**src/rtl/lane_stream_serializer_pkg.sv**
```systemverilog
// Shared types and defaults for the lane stream serializer.
// Lane types mirror the producer's packed per-lane constant array.
package lane_stream_pkg;

    localparam int NLANES_DEF = 8;
    localparam int LANEW_DEF  = 6;

    typedef logic [LANEW_DEF-1:0] lane_t;
    typedef lane_t [NLANES_DEF-1:0] lane_vec_t;

    typedef enum logic {
        IDLE,
        SHIFT
    } lss_state_e;

endpackage

```
**src/rtl/lane_stream_serializer_if.sv**
```systemverilog
// Wide-in / narrow-out stream bundle: one packed vector in, one lane per beat out.
// slave is the serializer's view, master is the view of whatever drives it.
interface lane_stream_serializer_if import lane_stream_pkg::*; #(
    parameter int NLANES = NLANES_DEF,
    parameter int LANEW  = LANEW_DEF
) ();
    localparam int IDXW = $clog2(NLANES);

    logic                    in_valid;
    logic                    in_ready;
    logic [NLANES*LANEW-1:0] in_data;
    logic                    out_valid;
    logic                    out_ready;
    logic [LANEW-1:0]        out_data;
    logic [IDXW-1:0]         out_idx;
    logic                    out_last;

    modport slave (
        input  in_valid, in_data, out_ready,
        output in_ready, out_valid, out_data, out_idx, out_last
    );

    modport master (
        output in_valid, in_data, out_ready,
        input  in_ready, out_valid, out_data, out_idx, out_last
    );
endinterface

```
**src/rtl/lane_stream_serializer_lane_select.sv**
```systemverilog
// Combinational pick of one lane from a packed vector; the beat count is
// mapped to a lane number according to the emission order.
module lane_select import lane_stream_pkg::*; #(
    parameter int  NLANES    = NLANES_DEF,
    parameter int  LANEW     = LANEW_DEF,
    parameter int  LSB_FIRST = 0,
    localparam int IDXW      = $clog2(NLANES)
) (
    input  logic [NLANES*LANEW-1:0] i_vec,
    input  logic [IDXW-1:0]         i_cnt,
    output logic [LANEW-1:0]        o_lane,
    output logic [IDXW-1:0]         o_idx
);
    logic [LANEW-1:0] w_lanes [NLANES];

    generate
        for (genvar gi = 0; gi < NLANES; gi++) begin : g_lane
            assign w_lanes[gi] = i_vec[gi*LANEW +: LANEW];
        end
    endgenerate

    assign o_idx  = (LSB_FIRST != 0) ? i_cnt : IDXW'(NLANES - 1) - i_cnt;
    assign o_lane = w_lanes[o_idx];
endmodule

```
**src/rtl/lane_stream_serializer.sv**
```systemverilog
// Serializes one packed NLANES x LANEW vector per handshake into a lane-per-beat
// stream, MSB lane first by default; back-to-back vectors stream without bubbles.
module lane_stream_serializer import lane_stream_pkg::*; #(
    parameter int NLANES    = NLANES_DEF,
    parameter int LANEW     = LANEW_DEF,
    parameter int LSB_FIRST = 0
) (
    input  logic                     clk,
    input  logic                     rst,
    lane_stream_serializer_if.slave  s
);
    localparam int IDXW = $clog2(NLANES);

    lss_state_e              r_state;
    logic [IDXW-1:0]         r_cnt;
    logic [NLANES*LANEW-1:0] r_hold;

    logic                    w_out_valid;
    logic                    w_last;
    logic                    w_out_fire;
    logic [LANEW-1:0]        w_lane;
    logic [IDXW-1:0]         w_idx;

    lane_select #(
        .NLANES    (NLANES),
        .LANEW     (LANEW),
        .LSB_FIRST (LSB_FIRST)
    ) u_lane_select (
        .i_vec  (r_hold),
        .i_cnt  (r_cnt),
        .o_lane (w_lane),
        .o_idx  (w_idx)
    );

    assign w_out_valid = (r_state == SHIFT);
    assign w_last      = w_out_valid && (r_cnt == IDXW'(NLANES - 1));
    assign w_out_fire  = w_out_valid && s.out_ready;

    // The out_ready -> in_ready path is what lets a new vector load on the final beat.
    assign s.in_ready  = (r_state == IDLE) || (w_out_fire && w_last);
    assign s.out_valid = w_out_valid;
    assign s.out_data  = w_lane;
    assign s.out_idx   = w_out_valid ? w_idx : '0;
    assign s.out_last  = w_last;

    always_ff @(posedge clk) begin
        if (rst) begin
            r_state <= IDLE;
            r_cnt   <= '0;
            r_hold  <= '0;
        end else begin
            case (r_state)
                IDLE: begin
                    if (s.in_valid) begin
                        r_hold  <= s.in_data;
                        r_cnt   <= '0;
                        r_state <= SHIFT;
                    end
                end
                SHIFT: begin
                    // Without out_ready nothing moves, so the presented lane stays put.
                    if (s.out_ready) begin
                        if (!w_last) begin
                            r_cnt <= r_cnt + IDXW'(1);
                        end else if (s.in_valid) begin
                            r_hold <= s.in_data;
                            r_cnt  <= '0;
                        end else begin
                            r_cnt   <= '0;
                            r_state <= IDLE;
                        end
                    end
                end
            endcase
        end
    end
endmodule
```
**src/flat_wrapper.sv**
```systemverilog
// flat-port wrapper written by rule: the top's interface ports become plain ports
module lane_stream_serializer_flat import lane_stream_pkg::*;
#(
    parameter int NLANES    = NLANES_DEF,
    parameter int LANEW     = LANEW_DEF,
    parameter int LSB_FIRST = 0
)
  (clk, rst, s_in_valid, s_in_data, s_out_ready, s_in_ready, s_out_valid, s_out_data, s_out_idx, s_out_last);
  lane_stream_serializer_if #(.NLANES(NLANES), .LANEW(LANEW)) s_i ();
  input  logic clk;
  input  logic rst;
  input wire logic [$bits(s_i.in_valid)-1:0] s_in_valid;
  input wire logic [$bits(s_i.in_data)-1:0] s_in_data;
  input wire logic [$bits(s_i.out_ready)-1:0] s_out_ready;
  output wire logic [$bits(s_i.in_ready)-1:0] s_in_ready;
  output wire logic [$bits(s_i.out_valid)-1:0] s_out_valid;
  output wire logic [$bits(s_i.out_data)-1:0] s_out_data;
  output wire logic [$bits(s_i.out_idx)-1:0] s_out_idx;
  output wire logic [$bits(s_i.out_last)-1:0] s_out_last;
  assign s_i.in_valid = s_in_valid;
  assign s_i.in_data = s_in_data;
  assign s_i.out_ready = s_out_ready;
  assign s_in_ready = s_i.in_ready;
  assign s_out_valid = s_i.out_valid;
  assign s_out_data = s_i.out_data;
  assign s_out_idx = s_i.out_idx;
  assign s_out_last = s_i.out_last;
  lane_stream_serializer #(.NLANES(NLANES), .LANEW(LANEW), .LSB_FIRST(LSB_FIRST)) u_core (.clk(clk), .rst(rst), .s(s_i));
endmodule
```
**config.mk**
```make
export PLATFORM = sky130hd
export DESIGN_NAME = lane_stream_serializer_flat
export DESIGN_NICKNAME = d
export VERILOG_FILES = /design/src/rtl/lane_stream_serializer_pkg.sv /design/src/rtl/lane_stream_serializer_if.sv /design/src/rtl/lane_stream_serializer_lane_select.sv /design/src/rtl/lane_stream_serializer.sv /design/src/flat_wrapper.sv
export SDC_FILE = /design/constraint.sdc
export NUM_CORES = 1
export LEC_CHECK = 0
export CAP_MARGIN = 25
export CORE_ASPECT_RATIO = 0.6
export CORE_MARGIN = 2
export CORE_UTILIZATION = 54
export DETAILED_ROUTE_END_ITERATION = 8
export GPL_ROUTABILITY_DRIVEN = 1
export PLACE_DENSITY = 0.95
export REMOVE_ABC_BUFFERS = 1
export SLEW_MARGIN = 0
export SYNTH_ARGS = -nofsm -noshare
export SYNTH_HDL_FRONTEND = slang
export SYNTH_HIERARCHICAL = 1
export SYNTH_SLANG_ARGS = --single-unit
```
**constraint.sdc**
```tcl
create_clock -name clk -period 2.7 [get_ports clk]
set_clock_uncertainty 0.1 [all_clocks]
set_input_delay 0.54 -clock clk [delete_from_list [all_inputs] [get_ports clk]]
set_output_delay 0.54 -clock clk [all_outputs]
set_load 0.005 [all_outputs]
```
==> impl_summary.md <==
Global route
The initial antenna violation count is 0. For this run, the total global-route usage over all layers was measured as 0.207. Entering global routing, the biggest net connects 101 pins. The total overflow reported by the global router is 0. The number of global-route vias before repair is approximately 1,800.

The first global-routing pass estimated 8.79 mm of wire.

Clock tree
The number of hold buffers added after CTS is 0. The clock tree synthesis step divided the H-tree into 2 levels. In this run, CTS created clock tree buffers numbering 5. After clock tree synthesis, the clock-pin slew on the worst setup and hold paths is about 0.09 ns. In this run the clock root is driven by a sky130_fd_sc_hd__clkbuf_8. The CTS tree is built.

In this run the deepest clock path goes through 2 buffers. For this design, the sink count on the clock tree is between 50 and 60. The clock reaches the later pin of the worst-skew pair after 0.31 ns.

Worst setup path
The path type of the worst setup path is reg -> out. The critical path goes through buf_4 > mux4_1 > mux2_2 > clkdlybuf4s50_1. Along the worst path, the maximum fanout reaches 4. At the worst endpoint, the required time is about 2 ns.

STA classifies the critical path endpoint as an output pin. The critical path arrival is 2.08 ns. The slack of the worst reg-to-reg path is 0.45 ns.

The largest individual stage delay along the critical path comes from the cell sky130_fd_sc_hd__mux4_1. The critical path's largest stage delay is between 0.5 and 0.6 ns. The critical path launch point type is a register.

Detailed routing
The final route contains 1,901 vias. The first routing iteration left 46 violations. The number of antenna-violating nets in the routed design is 0. Dividing the detail-routed via count by the number of cells gives 4.96. The wire length reported by the detailed router is 5.53 mm. The first detailed-routing pass took 4 iterations. In the final routed layout, each cell accounts on average for 14.4 microns. For this run, design rule violations remaining after detail routing come to 0.

Floorplanning
The floorplan step set the die height to 59.3 microns. The die area is 5710 sq um. In this run the standard cell core region covers 4980 sq um.

The effective utilization at floorplan is 0.553. Pin placement for this block handled 64 I/O pins. The row count is 20. The width of the chip is 96.2 microns.

Synthesis
The area share of the largest cell type after synthesis is 0.378. The post-synthesis register bit count is 52. The post-synthesis instance area is about 2800 sq um. In this run, distinct cell masters in the synthesized netlist total 18. During synthesis, Yosys emitted a total of 6 warnings. After synthesis, the cell types taking the most area are sky130_fd_sc_hd__dfxtp_1, sky130_fd_sc_hd__nand2b_1, sky130_fd_sc_hd__mux2i_1, sky130_fd_sc_hd__mux4_1, sky130_fd_sc_hd__mux2_2. The sequential share of the synthesized area is 0.378.

The per-instance average area after synthesis is around 11 sq um. The largest area contributor in the netlist is sky130_fd_sc_hd__dfxtp_1. Synthesis handed over a netlist of 255 instances.

Power
For this design the static power due to leakage is 1.49 nW. For this design the ratio of total power to cell area is around 460 nW/um^2. Across the VDD grid, the largest voltage drop is 225 uV.

Placed design
After detailed placement, the design holds a cell count of approximately 370. At the placement stage, the worst setup path has a slack of 0.200 ns. The count of buffers added on input and output ports is 63. The HPWL after detailed placement is between 3 and 4 mm. The routability-driven placement congestion ratio is 0.748.

Final layout
The multi-input combinational cells in the finished layout cover a total of between 1500 and 2000 sq um. The filler cells instantiated in the layout total 353. The post-layout instance count excluding filler cells is 383. The number of nets in the finished design is between 300 and 400.

The antenna cell count is 0. The combined flip-flop and latch cell area is 1040 sq um. In the final layout, the share of cells above drive strength 1 is 0.0946. In the layout the commonest cells are sky130_fd_sc_hd__nand2b_1, sky130_fd_sc_hd__clkdlybuf4s50_1, sky130_fd_sc_hd__dfxtp_1, sky130_fd_sc_hd__mux2i_1, sky130_fd_sc_hd__mux4_1. Relative to the synthesized area, the layout overhead comes to 29.9%. The library cell used most frequently in the layout, excluding fill and tap cells, is sky130_fd_sc_hd__nand2b_1.

STA
For the pin with the worst max-slew slack, the measured transition is ~0.67 ns. The total setup violations reported at the end of the flow is 1. After layout, the minimum clock period comes to ~2.7 ns. The least setup slack across all paths after layout is -0.0225 ns.

The final count of hold timing violations came to 0. The final hold slack is 0.374 ns. Measured against its own limit, the worst slew margin works out to 0.552. Static timing analysis puts the maximum clock frequency at 0.367 GHz.

The part of the cycle the worst path needs is 1.01. Setup repair after global routing could not meet its margin everywhere. The final count of pins violating max slew is 0.

Outcome
The checks that failed: negative setup slack. The run finished, with violations left.

Flow run
Across the run, the number of max-cap violations was 0.

Hold path
The kind of path behind the tightest hold check is reg -> reg.
## timing repair
action | CTS | global route
pin swaps | 0 | 1
buffers inserted | 1 | 1
endpoints found under the setup margin | 6 | 6
resized for setup | 6 | 8
gates cloned | 1 | 0
## critical path, delay by kind of cell (launching register included)
kind,cells,cell delay (ns)
multiplexers,2,0.82
buffers and inverters,2,0.59
flip-flops,1,0.37
## Yosys cell counts
| library cell | n |
|---|---|
| sky130_fd_sc_hd__a21boi_2 | 1 |
| sky130_fd_sc_hd__a22oi_1 | 2 |
| sky130_fd_sc_hd__and2_1 | 4 |
| sky130_fd_sc_hd__and3b_1 | 1 |
| sky130_fd_sc_hd__buf_1 | 1 |
| sky130_fd_sc_hd__buf_2 | 2 |
| sky130_fd_sc_hd__buf_6 | 4 |
| sky130_fd_sc_hd__clkbuf_1 | 12 |
| sky130_fd_sc_hd__clkinv_1 | 1 |
| sky130_fd_sc_hd__dfxtp_1 | 52 |
| sky130_fd_sc_hd__ha_1 | 2 |
| sky130_fd_sc_hd__inv_1 | 3 |
| sky130_fd_sc_hd__mux2_2 | 6 |
| sky130_fd_sc_hd__mux2i_1 | 50 |
| sky130_fd_sc_hd__mux4_1 | 12 |
| sky130_fd_sc_hd__nand2b_1 | 96 |
| sky130_fd_sc_hd__nor2_1 | 5 |
| sky130_fd_sc_hd__nor2b_1 | 1 |
## metal layers
layer,global-route usage,wire length [microns],vias to the layer above
li1,-,-,978
met4,0.0469,42,0
met1,0.279,2620,862
met5,0,0,-
met3,0.0636,347,7
met2,0.331,2520,54
## final timing paths
check                                    endpoint  cells past startpoint         startpoint
worst min register to register  u_core/r_hold[31]                      2  u_core/r_hold[31]
worst min-delay path            u_core/r_hold[31]                      2  u_core/r_hold[31]
worst max register to register  u_core/r_hold[35]                      9    u_core/r_cnt[0]
worst max-delay path                s_out_data[0]                      4    u_core/r_cnt[0]
## sequential cells by signal, indices dropped and copies added (netlist names)
register	count
u_core/r_cnt	3
u_core/r_hold	48
u_core/s.out_valid	1
## report_power, final
part           switching [W]  internal, W
combinational       0.000103     0.000191
sequential         0.0000260     0.000814
clock               0.000249     0.000275
total               0.000379      0.00128
## kinds of logic after synthesis
kind of cell | count (synthesis) | synth area share
compound gates | 3 | 0.00954
simple gates | 107 | 0.239
buf+inv | 23 | 0.0432
mux | 68 | 0.321
flops | 52 | 0.378
fa+ha+maj | 2 | 0.00909
## stage by stage
stage | util | setup TNS [ns] | area (sq um) | power (W)
floorplan | - | -98.84 | 2650 | 0.00101
global placement | 0.689 | 0 | 3430 | 0.00114
detailed placement | 0.689 | 0 | 3430 | 0.00115
CTS | 0.713 | -0.218 | 3550 | 0.00167
global route | 0.719 | -0.0909 | 3580 | 0.00174
finish | 0.719 | -0.0225 | 3580 | 0.00166
## area by class of cell
type                       count  area share
multi-input combinational    180       0.446
sequential                    52       0.292
timing repair buffer          73       0.205
tap                           66      0.0231
clock buffer                   6      0.0203
clock inverter                 2     0.00979
inverter                       4     0.00420
No activity file was read; power rests on OpenSTA's default activity.
